**src/rtl/twofish_pkg.sv**
```systemverilog
// Shared Twofish definitions for the round engine and its F-function.
//   BLK_W / WORD_W : block and word widths
//   state_e        : round-engine FSM states
//   rol1 / ror1    : 1-bit 32-bit rotates used by the Feistel round
//   rol8           : byte rotate applied to R1 before its g-function
package twofish_pkg;

   localparam int unsigned BLK_W  = 128;
   localparam int unsigned WORD_W = 32;

   typedef enum logic [1:0] {
      IDLE,
      RUN,
      DONE
   } state_e;

   function automatic logic [WORD_W-1:0] rol1(input logic [WORD_W-1:0] x);
      return {x[WORD_W-2:0], x[WORD_W-1]};
   endfunction

   function automatic logic [WORD_W-1:0] ror1(input logic [WORD_W-1:0] x);
      return {x[0], x[WORD_W-1:1]};
   endfunction

   function automatic logic [WORD_W-1:0] rol8(input logic [WORD_W-1:0] x);
      return {x[WORD_W-9:0], x[WORD_W-1:WORD_W-8]};
   endfunction

endpackage

```
**src/rtl/twofish_round_engine_f.sv**
```systemverilog
// Combinational Twofish F-function for a 128-bit key (two S-box words).
//   r0, r1 : left half of the round state
//   k0, k1 : round-key pair added after the PHT
//   s0, s1 : key-dependent S-box words; s0 feeds the inner q stage, s1 the outer
//   f0, f1 : F outputs (T0+T1+k0, T0+2*T1+k1, mod 2^32)
module twofish_round_engine_f
   import twofish_pkg::*;
(
   input  logic [WORD_W-1:0] r0,
   input  logic [WORD_W-1:0] r1,
   input  logic [WORD_W-1:0] k0,
   input  logic [WORD_W-1:0] k1,
   input  logic [WORD_W-1:0] s0,
   input  logic [WORD_W-1:0] s1,
   output logic [WORD_W-1:0] f0,
   output logic [WORD_W-1:0] f1
);

   // q-permutation nibble tables, entry i at bits [4i+3:4i]
   localparam logic [63:0] Q0_T0 = 64'h4ACE_95B0_23F6_D718;
   localparam logic [63:0] Q0_T1 = 64'hD907_6A4F_5321_8BCE;
   localparam logic [63:0] Q0_T2 = 64'h1742_3F8C_09D6_E5AB;
   localparam logic [63:0] Q0_T3 = 64'hAC58_03B9_E621_4F7D;
   localparam logic [63:0] Q1_T0 = 64'h5CA0_4913_E67F_DB82;
   localparam logic [63:0] Q1_T1 = 64'h809F_5AD6_73C4_B2E1;
   localparam logic [63:0] Q1_T2 = 64'hF3B2_8DE0_A961_57C4;
   localparam logic [63:0] Q1_T3 = 64'hA802_F746_ED3C_159B;

   // Per-byte q selection for the three h-function stages (bit j set = q1)
   localparam logic [3:0] SEL_IN  = 4'b1010;
   localparam logic [3:0] SEL_MID = 4'b1100;
   localparam logic [3:0] SEL_OUT = 4'b0101;

   // MDS matrix, row-major
   localparam logic [0:15][7:0] MDS = {8'h01, 8'hEF, 8'h5B, 8'h5B,
                                       8'h5B, 8'hEF, 8'hEF, 8'h01,
                                       8'hEF, 8'h5B, 8'h01, 8'hEF,
                                       8'hEF, 8'h01, 8'hEF, 8'h5B};

   function automatic logic [3:0] nib(input logic [63:0] tbl, input logic [3:0] idx);
      return tbl[{idx, 2'b00} +: 4];
   endfunction

   function automatic logic [3:0] ror4(input logic [3:0] x);
      return {x[0], x[3:1]};
   endfunction

   function automatic logic [7:0] q_perm(input logic [7:0] x, input logic use_q1);
      logic [63:0] t0, t1, t2, t3;
      logic [3:0]  a0, b0, a1, b1, a2, b2, a3, b3;
      t0 = use_q1 ? Q1_T0 : Q0_T0;
      t1 = use_q1 ? Q1_T1 : Q0_T1;
      t2 = use_q1 ? Q1_T2 : Q0_T2;
      t3 = use_q1 ? Q1_T3 : Q0_T3;
      a0 = x[7:4];
      b0 = x[3:0];
      a1 = a0 ^ b0;
      b1 = a0 ^ ror4(b0) ^ {a0[0], 3'b000};
      a2 = nib(t0, a1);
      b2 = nib(t1, b1);
      a3 = a2 ^ b2;
      b3 = a2 ^ ror4(b2) ^ {a2[0], 3'b000};
      return {nib(t3, b3), nib(t2, a3)};
   endfunction

   // GF(2^8) multiply modulo x^8+x^6+x^5+x^3+1
   function automatic logic [7:0] gf_mul(input logic [7:0] a, input logic [7:0] b);
      logic [7:0] acc, x;
      acc = '0;
      x   = a;
      for (int i = 0; i < 8; i++) begin
         if (b[i]) acc ^= x;
         x = x[7] ? ((x << 1) ^ 8'h69) : (x << 1);
      end
      return acc;
   endfunction

   function automatic logic [WORD_W-1:0] g_func(input logic [WORD_W-1:0] x,
                                                input logic [WORD_W-1:0] sa,
                                                input logic [WORD_W-1:0] sb);
      logic [7:0] y [4];
      logic [7:0] z [4];
      for (int j = 0; j < 4; j++) begin
         y[j] = q_perm(q_perm(q_perm(x[8*j +: 8], SEL_IN[j]) ^ sa[8*j +: 8], SEL_MID[j])
                       ^ sb[8*j +: 8], SEL_OUT[j]);
      end
      for (int i = 0; i < 4; i++) begin
         z[i] = '0;
         for (int j = 0; j < 4; j++) z[i] ^= gf_mul(y[j], MDS[4*i+j]);
      end
      return {z[3], z[2], z[1], z[0]};
   endfunction

   logic [WORD_W-1:0] t0, t1;

   always_comb begin
      t0 = g_func(r0, s0, s1);
      t1 = g_func(rol8(r1), s0, s1);
      // PHT folded with the key add
      f0 = t0 + t1 + k0;
      f1 = t0 + {t1[WORD_W-2:0], 1'b0} + k1;
   end

endmodule

```
**src/rtl/twofish_round_engine.sv**
```systemverilog
// Iterative Twofish round core: one Feistel round per clock, ROUNDS rounds per block.
//   clk, rst_n            : clock, asynchronous active-low reset
//   in_valid/in_ready     : block input handshake; in_decrypt and in_block sampled at accept
//   K0, K1                : round-key pair for rk_round, looked up combinationally upstream
//   S0, S1                : key-dependent S-box words, held stable while busy
//   rk_round              : round-key index needed this cycle (0 outside RUN)
//   busy                  : engine holds a block
//   out_valid/out_ready   : result handshake; out_block is 0 while out_valid is low
module twofish_round_engine
   import twofish_pkg::*;
#(
   parameter int unsigned  ROUNDS         = 16,
   parameter bit           UNDO_LAST_SWAP = 1'b1,
   localparam int unsigned RK_W           = (ROUNDS > 1) ? $clog2(ROUNDS) : 1
) (
   input  logic              clk,
   input  logic              rst_n,
   input  logic              in_valid,
   output logic              in_ready,
   input  logic              in_decrypt,
   input  logic [BLK_W-1:0]  in_block,
   input  logic [WORD_W-1:0] K0,
   input  logic [WORD_W-1:0] K1,
   input  logic [WORD_W-1:0] S0,
   input  logic [WORD_W-1:0] S1,
   output logic [RK_W-1:0]   rk_round,
   output logic              busy,
   output logic              out_valid,
   input  logic              out_ready,
   output logic [BLK_W-1:0]  out_block
);

   localparam int unsigned      CNT_W    = $clog2(ROUNDS + 1);
   localparam logic [CNT_W-1:0] LAST_RND = CNT_W'(ROUNDS - 1);

   state_e            state_q;
   logic [CNT_W-1:0]  rnd_q;
   logic              mode_q;
   logic              out_valid_q;
   logic [WORD_W-1:0] r0_q, r1_q, r2_q, r3_q;

   logic [WORD_W-1:0] f0, f1, n2, n3;
   logic [CNT_W-1:0]  rk_full;
   logic              load;

   twofish_round_engine_f u_f (
      .r0 (r0_q),
      .r1 (r1_q),
      .k0 (K0),
      .k1 (K1),
      .s0 (S0),
      .s1 (S1),
      .f0 (f0),
      .f1 (f1)
   );

   assign in_ready  = (state_q == IDLE) || ((state_q == DONE) && out_ready);
   assign load      = in_valid && in_ready;
   assign busy      = (state_q != IDLE);
   assign out_valid = out_valid_q;

   always_comb begin
      if (mode_q) begin
         n2 = rol1(r2_q) ^ f0;
         n3 = ror1(r3_q ^ f1);
      end else begin
         n2 = ror1(r2_q ^ f0);
         n3 = rol1(r3_q) ^ f1;
      end
   end

   // Decrypt walks the key schedule backwards
   always_comb begin
      rk_full  = mode_q ? (LAST_RND - rnd_q) : rnd_q;
      rk_round = (state_q == RUN) ? RK_W'(rk_full) : '0;
   end

   always_comb begin
      out_block = '0;
      if (out_valid_q) begin
         out_block = UNDO_LAST_SWAP ? {r2_q, r3_q, r0_q, r1_q} : {r0_q, r1_q, r2_q, r3_q};
      end
   end

   always_ff @(posedge clk or negedge rst_n) begin
      if (!rst_n) begin
         state_q     <= IDLE;
         rnd_q       <= '0;
         mode_q      <= 1'b0;
         out_valid_q <= 1'b0;
         r0_q        <= '0;
         r1_q        <= '0;
         r2_q        <= '0;
         r3_q        <= '0;
      end else if (load) begin
         // Covers both IDLE accept and back-to-back accept out of DONE
         {r0_q, r1_q, r2_q, r3_q} <= in_block;
         mode_q      <= in_decrypt;
         rnd_q       <= '0;
         out_valid_q <= 1'b0;
         state_q     <= RUN;
      end else begin
         unique case (state_q)
            IDLE: ;
            RUN: begin
               r0_q <= n2;
               r1_q <= n3;
               r2_q <= r0_q;
               r3_q <= r1_q;
               if (rnd_q == LAST_RND) begin
                  rnd_q       <= '0;
                  out_valid_q <= 1'b1;
                  state_q     <= DONE;
               end else begin
                  rnd_q <= rnd_q + CNT_W'(1);
               end
            end
            DONE: begin
               if (out_ready) begin
                  out_valid_q <= 1'b0;
                  state_q     <= IDLE;
               end
            end
            default: state_q <= IDLE;
         endcase
      end
   end

endmodule
```
**config.mk**
```make
export PLATFORM = sky130hd
export DESIGN_NAME = twofish_round_engine
export DESIGN_NICKNAME = d
export VERILOG_FILES = /design/src/rtl/twofish_pkg.sv /design/src/rtl/twofish_round_engine_f.sv /design/src/rtl/twofish_round_engine.sv
export SDC_FILE = /design/constraint.sdc
export NUM_CORES = 2
export LEC_CHECK = 0
export ABC_AREA = 1
export CAP_MARGIN = 20
export CORE_UTILIZATION = 50
export DETAILED_ROUTE_END_ITERATION = 8
export GPL_TIMING_DRIVEN = 0
export PLACE_DENSITY = 0.69
export REMOVE_ABC_BUFFERS = 1
export SLEW_MARGIN = 20
export SYNTH_ARGS = -nofsm -noshare
export SYNTH_HDL_FRONTEND = slang
export SYNTH_HIERARCHICAL = 1
export SYNTH_SLANG_ARGS = --single-unit
```
**constraint.sdc**
```tcl
create_clock -name clk -period 29.3 [get_ports clk]
set_input_delay 5.86 -clock clk [delete_from_list [all_inputs] [get_ports clk]]
set_output_delay 5.86 -clock clk [all_outputs]
set_load 0.005 [all_outputs]
```
==> flow_metrics.env <==
export IMPL_outcome="finished, final reports clean"
export IMPL_cts_clk_slew_worst_paths_ns=0.07
export IMPL_io_buffers=395
export IMPL_clock_sinks=137
export IMPL_max_stage_delay_ns=0.62
export IMPL_met1_length_um=76650
export IMPL_critPathSlowestCell="clkdlybuf4s50_1"
export IMPL_initialDrtViolationCount=4942
export IMPL_period_needed_ns=18.75
export IMPL_route_vias_total=60622
export IMPL_wl_met3_um=9745
export IMPL_synth_ff_type="dfrtp_1"
export IMPL_ys_top_cells_by_area="nand2_1 35%, nand3_1 14%, ha_1 9.7%"
export IMPL_async_flop_share_pct=100.0
export IMPL_die_w_um=322.7
export IMPL_syn2layout_area_growth_pct=12.15
export IMPL_fin_setup_tns_ns=0
export IMPL_track_usage_pct=32.56
export IMPL_final_common_cell="nand2_1"
export IMPL_synth_top_area_share_pct=35.05
export IMPL_overflow=0
export IMPL_nFillCells=10673
export IMPL_cts_buffer_depth=2
export IMPL_grt_pass1_vias=53706
export IMPL_yosysTopAreaCell="nand2_1"
export IMPL_path_max_fanout=11
export IMPL_clock_latency_ns=0.45
export IMPL_critPathCaptureType="register"
export IMPL_fin_crit_sh_pct=63.98
export IMPL_hold_buffers=0
export IMPL_rows=117
export IMPL_routed_via_density=5.266
export IMPL_core_um2=101900
export IMPL_root_buffer="clkbuf_16"
export IMPL_detail_route_antenna_nets=0
export IMPL_fmax_mhz=53.34
export IMPL_routed_wl_um=174800
export IMPL_worstMarginPinSlew_ns=0.9457
export IMPL_setup_viol=0
export IMPL_r2r_setup_slack_ns=13.90
export IMPL_skew_ns=0.01899
export IMPL_h_tree_depth=4
export IMPL_synth_enable_flop_cells=0
export IMPL_highest_layer="met5"
export IMPL_critPathLaunchType="input pin"
export IMPL_yosysUniqueCellTypes=54
export IMPL_wl_per_cell_um=15.18
export IMPL_layout_drive_gt1_share_pct=7.474
export IMPL_start_util_pct=50.48
export IMPL_ys_warn_count=6
export IMPL_cts_setup_buffers=0
export IMPL_hold_viol=0
export IMPL_nNetsFinal=10824
export IMPL_pin_count=396
export IMPL_netlist_instances=9770
export IMPL_dr_pass1_iters=8
export IMPL_cts_buffers=17
export IMPL_grt_pass1_wl_um=274900
export IMPL_yosysSeqAreaShare_pct=6.666
export IMPL_rsz0062_at_grt="false"
export IMPL_wl_met2_um=79720
export IMPL_syn_cell_area_um2=51430
export IMPL_grt_max_degree=91
export IMPL_cts_resized=0
export IMPL_hold_class="register to register"
export IMPL_dpl_hpwl_um=146200
export IMPL_slew_violations=0
export IMPL_grt_antenna_before_repair=29
export IMPL_cap_viol_max_count=0
export IMPL_mostFrequentLayoutCells="4800 x nand2_1, 1482 x nand3_1, 1139 x inv_1"
export IMPL_drc_errors=0
export IMPL_path_common_cell="nand2_1"
export IMPL_ys_ff_latch=137
export IMPL_critPathKind="input pin to register"
export IMPL_tritoncts="built"
export IMPL_avgSynthCellArea_um2=5.264
export IMPL_cp_arrival_ns=19.08
export IMPL_dieArea_um2=104100
export IMPL_gp_congestion=0.9960
export IMPL_die_h_um=322.7
export IMPL_relSlewSlack_pct=36.74
export IMPL_cp_required_ns=29.64
## cell usage after synthesis, types with 6 or more instances
master,instances
o21ai_0,97
inv_1,1139
nand2_4,31
or2_2,6
inv_2,121
xnor2_1,118
o211ai_1,16
dfrtp_1,137
nor2_1,106
xnor2_2,8
clkinv_1,51
buf_2,29
nand2_1,4802
ha_1,398
xor2_1,256
nand3_1,1482
nand2_2,399
a21oi_1,74
xor2_2,34
o21ai_2,16
nand3_2,44
xor2_4,8
or2_1,15
buf_1,9
a21oi_2,7
clkbuf_1,46
o21ai_1,46
fa_1,63
buf_4,9
nor2_2,10
nand3b_1,37
nand4_1,99
## cell families (layout without fill, tap and decap cells)
kind of cell	after synthesis	after routing	synth area share (%)
other	0	29	0
AOI/OAI and AO/OA	288	288	3.318
xor gates and xnor gates	428	428	8.320
and+or+nand+nor	7047	7047	59.11
buffers and inverters	1409	1754	10.45
adders and majority gates	461	461	12.13
DFF	137	137	6.666
## per-stage QoR
step | util (%) | worst slack, ns | cells | area [um2] | hold slack, ns
5_1_grt | 56.61 | 9.561 | 11509 | 57670 | 0.6024
2_1_floorplan | - | 13.68 | 9676 | 51000 | 0.4823
3_5_place_dp | 55.96 | 10.47 | 11451 | 57020 | 0.5046
4_1_cts | 56.54 | 10.90 | 11483 | 57610 | 0.5455
3_3_place_gp | 55.62 | 10.53 | 11439 | 56670 | 0.5019
6_report | 56.61 | 10.55 | 11512 | 57680 | 0.5482
## flip-flops by register name, indices dropped and copies added (netlist names)
signal / cells
r1_q: 32
out_valid: 1
r3_q: 32
r2_q: 32
state_q: 2
mode_q: 1
rnd_q: 5
r0_q: 32
## final cells by class
cell class / instances / area [um2] / share of cell area, %
Multi-Input combinational cell: 8224 / 42650 / 73.94
Antenna cell: 29 / 72.57 / 0.1258
Clock buffer: 18 / 429.2 / 0.7440
Clock inverter: 14 / 161.4 / 0.2798
Tap cell: 1368 / 1712 / 2.967
Timing Repair Buffer: 407 / 4264 / 7.392
Inverter: 1315 / 4959 / 8.596
Sequential cell: 137 / 3436 / 5.956
## critical path: cells and delay by family
family                     cells  cell delay, ns
and+or+nand+nor               64            6.85
adders and majority gates      7            2.35
AOI/OAI and AO/OA             11            1.85
buffers and inverters         13            1.76
xor gates and xnor gates       1            0.39
## routing by layer
| layer | track usage [%] | up-vias |
|---|---|---|
| met5 | 0 | - |
| met4 | 15.38 | 2 |
| met3 | 1.984 | 270 |
| met2 | 54.98 | 1816 |
| met1 | 42.26 | 27506 |
| li1 | - | 31028 |
## worst paths after layout
kind                                 startpoint                    end  cells past startpoint
setup reg to reg            r0_q[9]$_DFFE_PN0P_   r0_q[30]$_DFFE_PN0P_                    110
max in group asynchronous                 rst_n  out_valid$_DFFE_PN0P_                      2
hold reg to reg            rnd_q[4]$_DFFE_PN0P_   rnd_q[4]$_DFFE_PN0P_                      2
min in group asynchronous                 rst_n    r3_q[0]$_DFFE_PN0P_                      1
hold / removal             rnd_q[4]$_DFFE_PN0P_   rnd_q[4]$_DFFE_PN0P_                      2
setup / recovery                         S0[10]   r0_q[30]$_DFFE_PN0P_                     96
Power is not shown: default switching activity piles up to over one toggle a cycle in this logic, so the estimate is an artifact.
